File: config.mk
export PLATFORM = sky130hd
export DESIGN_NAME = ps2_host_tx
export DESIGN_NICKNAME = d
export VERILOG_FILES = /design/src/rtl/ps2_host_tx.sv
export SDC_FILE = /design/constraint.sdc
export NUM_CORES = 1
export LEC_CHECK = 0
export ABC_AREA = 1
export ABC_CLOCK_PERIOD_IN_PS = 2200
export BUFFER_PORTS_ARGS = -buffer_cell sky130_fd_sc_hd__buf_2
export CORE_MARGIN = 3
export CORE_UTILIZATION = 37
export CTS_BUF_LIST = sky130_fd_sc_hd__clkbuf_2 sky130_fd_sc_hd__clkbuf_4 sky130_fd_sc_hd__clkbuf_8
export DETAILED_ROUTE_END_ITERATION = 10
export PLACE_DENSITY = 0.59
export SLEW_MARGIN = 20
export SYNTH_ARGS = -nofsm -noshare
export SYNTH_HDL_FRONTEND = slang
export SYNTH_SLANG_ARGS = --single-unit
File: constraint.sdc
create_clock -name clock -period 2.2 [get_ports clock]
set_input_delay 0.11 -clock clock [delete_from_list [all_inputs] [get_ports clock]]
set_output_delay 0.11 -clock clock [all_outputs]
set_load 0.1 [all_outputs]
File: src/rtl/ps2_host_tx.sv
// ps2_host_tx: host-to-device PS/2 byte transmitter that drives the shared clock/data lines through pull-down enables.
// Define PS2_TX_TIMEOUT_EN to build the watchdog that aborts a transfer the device never finishes clocking.
module ps2_host_tx #(
    parameter int INHIBIT = 800,
    parameter int TIMEOUT = 140000
) (
    input  logic       clock,
    input  logic       reset,
    input  logic       ce,
    input  logic [1:0] ps2,
    output logic       clkOe,
    output logic       datOe,
    input  logic [7:0] d,
    input  logic       wr,
    output logic       busy,
    output logic       done,
    output logic       error,
    output logic [2:0] state_o
);

    typedef enum logic [2:0] {
        ST_IDLE    = 3'd0,
        ST_INHIBIT = 3'd1,
        ST_REQ     = 3'd2,
        ST_SHIFT   = 3'd3,
        ST_PARITY  = 3'd4,
        ST_STOP    = 3'd5,
        ST_RELEASE = 3'd6
    } state_t;

    localparam int IW = (INHIBIT > 1) ? $clog2(INHIBIT) : 1;
    localparam logic [IW-1:0] INH_LAST = IW'(INHIBIT - 1);

    state_t        state_q;
    logic [7:0]    clk_sh_q;
    logic          clk_f_q;
    logic          dat_q;
    logic [7:0]    byte_q;
    logic [3:0]    bit_cnt_q;
    logic [IW-1:0] inh_cnt_q;
    logic          clk_oe_q;
    logic          dat_oe_q;
    logic          busy_q;
    logic          done_q;
    logic          err_q;
    logic          fall;

`ifdef PS2_TX_TIMEOUT_EN
    localparam logic [17:0] TMO_LIMIT = 18'(TIMEOUT);
    logic [17:0] tmo_cnt_q;
`endif

    // Filtered clock is still high while the last eight samples are all low: that is the falling event.
    assign fall = clk_f_q & (clk_sh_q == 8'h00);

    // Request handshake: wr is taken on any ce cycle where the FSM is idle; busy is the
    // not-ready indication, and a wr seen while busy is dropped rather than queued.
    always_ff @(posedge clock or posedge reset) begin
        if (reset) begin
            state_q   <= ST_IDLE;
            clk_sh_q  <= 8'hFF;
            clk_f_q   <= 1'b1;
            dat_q     <= 1'b1;
            byte_q    <= 8'h00;
            bit_cnt_q <= 4'd0;
            inh_cnt_q <= '0;
            clk_oe_q  <= 1'b0;
            dat_oe_q  <= 1'b0;
            busy_q    <= 1'b0;
            done_q    <= 1'b0;
            err_q     <= 1'b0;
`ifdef PS2_TX_TIMEOUT_EN
            tmo_cnt_q <= '0;
`endif
        end else if (ce) begin
            clk_sh_q <= {clk_sh_q[6:0], ps2[0]};
            if (clk_sh_q == 8'hFF) begin
                clk_f_q <= 1'b1;
            end else if (clk_sh_q == 8'h00) begin
                clk_f_q <= 1'b0;
            end
            dat_q  <= ps2[1];
            done_q <= 1'b0;
            err_q  <= 1'b0;

            case (state_q)
                ST_IDLE: begin
                    clk_oe_q <= 1'b0;
                    dat_oe_q <= 1'b0;
                    if (wr) begin
                        byte_q    <= d;
                        bit_cnt_q <= 4'd0;
                        inh_cnt_q <= '0;
                        busy_q    <= 1'b1;
                        clk_oe_q  <= 1'b1;
                        state_q   <= ST_INHIBIT;
                    end
                end
                ST_INHIBIT: begin
                    clk_oe_q <= 1'b1;
                    if (inh_cnt_q == INH_LAST) begin
                        dat_oe_q <= 1'b1;
                        state_q  <= ST_REQ;
                    end else begin
                        inh_cnt_q <= inh_cnt_q + IW'(1);
                    end
                end
                ST_REQ: begin
                    clk_oe_q <= 1'b0;
                    if (fall) begin
                        dat_oe_q  <= ~byte_q[0];
                        bit_cnt_q <= 4'd1;
                        state_q   <= ST_SHIFT;
                    end
                end
                ST_SHIFT: begin
                    if (fall) begin
                        if (bit_cnt_q == 4'd8) begin
                            // Odd parity bit is 1 for an even count of ones, so the pull-down is the plain XOR.
                            dat_oe_q <= ^byte_q;
                            state_q  <= ST_PARITY;
                        end else begin
                            dat_oe_q  <= ~byte_q[bit_cnt_q[2:0]];
                            bit_cnt_q <= bit_cnt_q + 4'd1;
                        end
                    end
                end
                ST_PARITY: begin
                    if (fall) begin
                        dat_oe_q <= 1'b0;
                        state_q  <= ST_STOP;
                    end
                end
                ST_STOP: begin
                    if (fall) begin
                        if (!dat_q) begin
                            state_q <= ST_RELEASE;
                        end else begin
                            err_q   <= 1'b1;
                            busy_q  <= 1'b0;
                            state_q <= ST_IDLE;
                        end
                    end
                end
                ST_RELEASE: begin
                    if (clk_f_q) begin
                        done_q  <= 1'b1;
                        busy_q  <= 1'b0;
                        state_q <= ST_IDLE;
                    end
                end
                default: begin
                    clk_oe_q <= 1'b0;
                    dat_oe_q <= 1'b0;
                    busy_q   <= 1'b0;
                    state_q  <= ST_IDLE;
                end
            endcase

`ifdef PS2_TX_TIMEOUT_EN
            if (state_q inside {ST_REQ, ST_SHIFT, ST_PARITY, ST_STOP}) begin
                if (tmo_cnt_q == TMO_LIMIT) begin
                    clk_oe_q <= 1'b0;
                    dat_oe_q <= 1'b0;
                    err_q    <= 1'b1;
                    busy_q   <= 1'b0;
                    state_q  <= ST_IDLE;
                end else begin
                    tmo_cnt_q <= tmo_cnt_q + 18'd1;
                end
            end else begin
                tmo_cnt_q <= '0;
            end
`endif
        end
    end

    assign clkOe   = clk_oe_q;
    assign datOe   = dat_oe_q;
    assign busy    = busy_q;
    assign done    = done_q;
    assign error   = err_q;
    assign state_o = state_q;

endmodule
# Yosys cells after proc, flatten, opt, wreduce, memory -nomap -nowiden
# Cells that the tools add are included.
# word_totals
reg_bits	40
in_bits	14
out_inout_bits	8
word_cells	98
# op_classes
addsub	2
order_cmp	1
eq_ne	20
muxes	40
bitwise_logic	6
n_reduce_logical	17
# ops
operator	count
3-bit two-way mux	9
2-bit != test (second input constant)	11
3-bit case mux with 7 select lines	1
10-bit two-way mux	2
10-bit case mux with 2 select lines	1
1-bit two-way mux	18
6-bit AND reduction	3
4-bit two-way mux	4
4-bit case mux with 3 select lines	1
10-bit by 1-bit adder with 10-bit output (second input constant)	1
10-bit == test (second input constant)	1
3-bit == test (second input constant)	3
9-bit AND reduction	1
8-bit == test (second input constant)	1
8-bit zero test	1
4-bit OR reduction	2
8-bit XOR reduction	1
3-bit by 2-bit == test with 1-bit output (second input constant)	2
1-bit inverter	5
1-bit case mux with 5 select lines	1
4-bit by 1-bit adder with 4-bit output (second input constant)	1
4-bit == test (second input constant)	1
3-bit by 4-bit less-than comparator with 1-bit output (second input constant)	1
1-bit case mux with 4 select lines	1
11 further kinds	13

# Logic depth before layout (Yosys ltp)
# logic_depth
ltp_word	6
ltp_mapped	12
mapped_depth_nobuf	12

# Worst setup path after synthesis
# Ideal clock, no wire load.
# synth_timing
path_kind	flip-flop to flip-flop
startpoint	register state_q[0], in the netlist state_o[0]
endpoint	register inh_cnt_q[3]
setup_ps	120
arrival_ps	1821
t_required_ps	2080
slack_ps	259
stages_incl_launch_ff	8
path_buffers	2
period_less_slack_ps	1941
cell_sequence	dfrtp_1 > buf_6 > nor2_2 > nor3_4 > nand2_2 > buf_6 > nor3b_2 > nor2_1
# synth_via
elab_chain_cells	3
word_cells_on_any_way	7
classes_between	3 x eq/ne; 1 x mux; 3 x reduce/logical
# synth_lines
element	line_no	source
start: declaration	34	state_t state_q;
start signal: assignment	60	state_q <= ST_IDLE;
start signal: assignment	96	state_q <= ST_INHIBIT;
start signal: assignment	103	state_q <= ST_REQ;
3-bit by 1-bit == test with 1-bit output or 3-bit zero test (tied branches)	86	case (state_q)
2-bit != test (no line) or 2-bit nonzero test (tied branches)	-	
4-bit AND reduction (no line)	-	
end signal: assignment	105	inh_cnt_q <= inh_cnt_q + IW'(1);
end: declaration	40	logic [IW-1:0] inh_cnt_q;
# Parallel ways exist; a longest one is shown, timed or not.
# A chain may end at the register's enable or synchronous reset.

# Worst setup path after layout
# layout_timing
startpoint	register bit_cnt_q[0]
endpoint	register state_q[1], in the netlist state_o[1]
# layout_via
elab_chain_cells	3
# layout_lines
element	line_no	source
start: declaration	39	logic [3:0] bit_cnt_q;
start signal: assignment	124	bit_cnt_q <= bit_cnt_q + 4'd1;
4-bit == test	118	if (bit_cnt_q == 4'd8) begin
2-bit != test (no line)	-	
9-bit AND reduction (no line)	-	
end signal: assignment	113	state_q <= ST_SHIFT;
end signal: assignment	121	state_q <= ST_PARITY;
end signal: assignment	131	state_q <= ST_STOP;
# Every way passes these cells.

==> results.yml <==
power_and_ir_drop:
  power.leakage_nw: 1.26
  powerDensity_nw_per_um2: 513
  ir_drop_v: 0.000343
cells_and_area:
  drive_gt1_frac: 0.194
  final_nets: 367
  nFillCells: 626
  seqCellArea_um2: 1010
  area_delta_synth_final_pct: 9.75
  n_antenna_cell: 0
  multi_input_area_um2: 1190
sta:
  finalHoldViolCount: 0
  rsz0062_at_grt: "no"
  setup_violations: 0
  setup-tns-final_ns: 0
  final_max_slew_viol_count: 0
  period_needed_ns: 1.73
  fmax_mhz: 577
  fin_worst_skew_ns: 0.0119
  fin_ws_ns: 0.467
  period_share: 0.788
  relSlewSlack: 0.666
  tightest_slew_ns: 0.502
placed_design:
  post-place-ws_ns: 0.484
  gp_congestion: 0.885
  dp_hpwl_um: 3800
  portBuffers: 21
yosys:
  synth_cell_types: 35
  syn_area_um2: 2420
  syn_inst: 330
  synth.yosys.warnings: 0
  syn_avg_cell_area_um2: 7.35
  syn_nets: 347
  synth-seq-cells: 40
  seq_area_frac_synth: 0.418
clock_network:
  cts_tree: "done"
  clk_latency_ns: 0.30
  cts_max_level: 2
  cts_root_buf: "clkbuf_8"
  clk_path_buf_depth: 2
  numCtsBuffers: 5
  path_clk_slew_ns: 0.09
  cts_resized: 0
  cts.sinks: 40
drt:
  drc: 0
  via_count: 2077
  wl_per_cell_um: 11.9
  drt_wl_total_um: 5080
  antenna_left: 0
  drtIter0Drc: 73
  routed_via_density: 4.88
  drt_pass1_iterations: 4
worst_setup_path:
  r2r_slack_ns: 0.47
  arrival_ns: 1.96
  r2r_start: "bit_cnt_q[0]$_DFFE_PP0P_"
  cp_top_family: "simple AND/OR/NAND/NOR gates"
  crit_path_end_kind: "flop"
  critical-path-max-stage-delay_ns: 0.49
  cp_slowest_cell: "dfrtp_1"
  r2r_end: "state_o[1]$_DFFE_PP0P_"
  worst-setup-path-type: "flop to flop"
  worst-path-max-fanout: 10
  crit_chain: "inv_1 > ha_1 > nand2_1 > nor2_2 > nor2_4 > a21oi_1 > nand3_2 > nor2_4 > nand2_1 > o21ai_1"
  reg2reg_depth: 10
  critical_path.startpoint_type: "flop"
  critPathBufInv: 1
  required_ns: 2.42
global_routing:
  grt_max_degree: 41
  antenna_found_initial: 0
  grt_pass1_vias: 2019
  grt_pass1_wl_um: 9090
  gr-total-overflow: 0
  grtUsageTotal: 0.148
outcome:
  outcome: "finished clean"
floorplanning:
  fp.dieW_um: 87.0
  pin_count: 22
  initial_core_util: 0.396
  fp.dieH_um: 87.0
  die_area_um2: 7560
  rows: 28
  coreArea_um2: 6130
hold_path:
  hold_depth: 3
  hp-start: "ps2[0]"
  min_to: "clk_sh_q[0]$_DFFE_PP1P_"
  hold_class: "input pin to flop"
run:
  drv_cap: 0
-- timing repair --
action,CTS,global route
endpoints found under the setup margin,0,0
hold buffers,1,0
buffers inserted,0,0
hold endpoints to repair,30,0
-- worst reg2reg max path, delay by kind of cell (launching register included) --
kind                       cells  cell delay [ns]
AOI/OAI and AO/OA              2             0.24
adders and majority gates      1             0.18
and+or+nand+nor                6             0.59
DFF                            1             0.49
buffers and inverters          1             0.16
-- state kept, by name, indices dropped and copies added (netlist names) --
register	cells
clkOe	1
done	1
inh_cnt_q	10
busy	1
dat_q	1
state_o	3
byte_q	8
bit_cnt_q	4
clk_sh_q	8
clk_f_q	1
error	1
datOe	1
-- metrics by stage --
stage / power [W] / utilization / cells / hold slack, ns / cell area [um^2]
finish: 0.00136 / 0.434 / 426 / 0.0252 / 2660
global route: 0.00143 / 0.434 / 426 / 0.0411 / 2660
CTS: 0.00139 / 0.434 / 426 / 0.0209 / 2660
detailed placement: 0.000889 / 0.418 / 417 / 0.266 / 2560
global placement: 0.000889 / 0.418 / 417 / 0.263 / 2560
floorplan: 0.000860 / - / 330 / 0.206 / 2420
-- layout make-up --
| class | instances | share of cell area |
|---|---|---|
| sequential | 40 | 0.381 |
| clock inverter | 3 | 0.00658 |
| multi-input combinational | 240 | 0.447 |
| timing repair buffer | 24 | 0.0489 |
| inverter | 39 | 0.0559 |
| tap | 75 | 0.0353 |
| clock buffer | 5 | 0.0259 |
-- cell usage in the layout (no fill, tap or decap) --
master and instances:
o21ai_2 1, clkinv_1 1, clkinv_2 1, nor3b_2 1
nor3_1 3, nand3_2 1, nand4_1 4, o31ai_1 2
or2_1 1, inv_4 1, o21ai_1 13, nor2_1 27
nand2_2 4, a21oi_1 18, nor2_2 5, a31o_2 1
inv_2 5, inv_1 33, xor2_1 4, nand2_1 97
or2_2 1, nor2_4 5, o21a_1 1, buf_2 21
nor3_4 1, dfrtp_1 30, nand3_1 24, a21oi_2 1
nor3_2 1, ha_1 3, buf_4 2, inv_6 1
clkbuf_8 5, dlygate4sd3_1 1, dfstp_2 10, xnor2_1 2
o21ai_0 19
-- per-layer routing --
metal,GRT usage,part of all wire
met3,0.0265,0.024
met5,0,0
met1,0.194,0.48
met4,0.0382,0.011
met2,0.252,0.49
-- cell families (layout without fill, tap and decap cells) --
kind of cell | count (synthesis) | count (layout) | share of synthesized area
xor+xnor | 6 | 6 | 0.0217
fa+ha+maj | 3 | 3 | 0.0155
simple gates | 175 | 175 | 0.330
flops | 40 | 40 | 0.418
buf+inv | 50 | 71 | 0.0918
compound gates | 56 | 56 | 0.123
-- where the power goes --
group,internal [W],switching (W),total (W)
combinational,0.0000273,0.0000561,0.0000834
sequential,0.000774,0.0000166,0.000790
clock,0.000222,0.000269,0.000491
total,0.00102,0.000342,0.00136
-- worst max path at each step --
stage                             start                       end  depth (start not counted)
2_1_floorplan    state_o[0]$_DFFE_PP0P_  inh_cnt_q[3]$_DFFE_PP0P_                          7
3_3_place_gp   bit_cnt_q[0]$_DFFE_PP0P_    state_o[1]$_DFFE_PP0P_                         10
3_5_place_dp   bit_cnt_q[0]$_DFFE_PP0P_    state_o[1]$_DFFE_PP0P_                         10
4_1_cts        bit_cnt_q[0]$_DFFE_PP0P_    state_o[1]$_DFFE_PP0P_                         10
5_1_grt        inh_cnt_q[0]$_DFFE_PP0P_  inh_cnt_q[3]$_DFFE_PP0P_                          8
6_report       bit_cnt_q[0]$_DFFE_PP0P_    state_o[1]$_DFFE_PP0P_                         10
-- synth_stat cells, drive strengths merged --
cell | n | share of area
or2 | 2 | 0.0052
nand2 | 101 | 0.16
ha | 3 | 0.015
o21ai | 33 | 0.070
inv | 39 | 0.061
nor3b | 1 | 0.0052
clkbuf | 5 | 0.0093
dfrtp | 30 | 0.31
nor3 | 5 | 0.017
xor2 | 4 | 0.014
o31ai | 2 | 0.0062
nor2 | 37 | 0.078
a31o | 1 | 0.0036
nand4 | 4 | 0.010
xnor2 | 2 | 0.0072
buf | 6 | 0.021
dfstp | 10 | 0.11
a21oi | 19 | 0.041
o21a | 1 | 0.0031
nand3 | 25 | 0.054
Note: power is estimated with default switching activity, not from simulation.
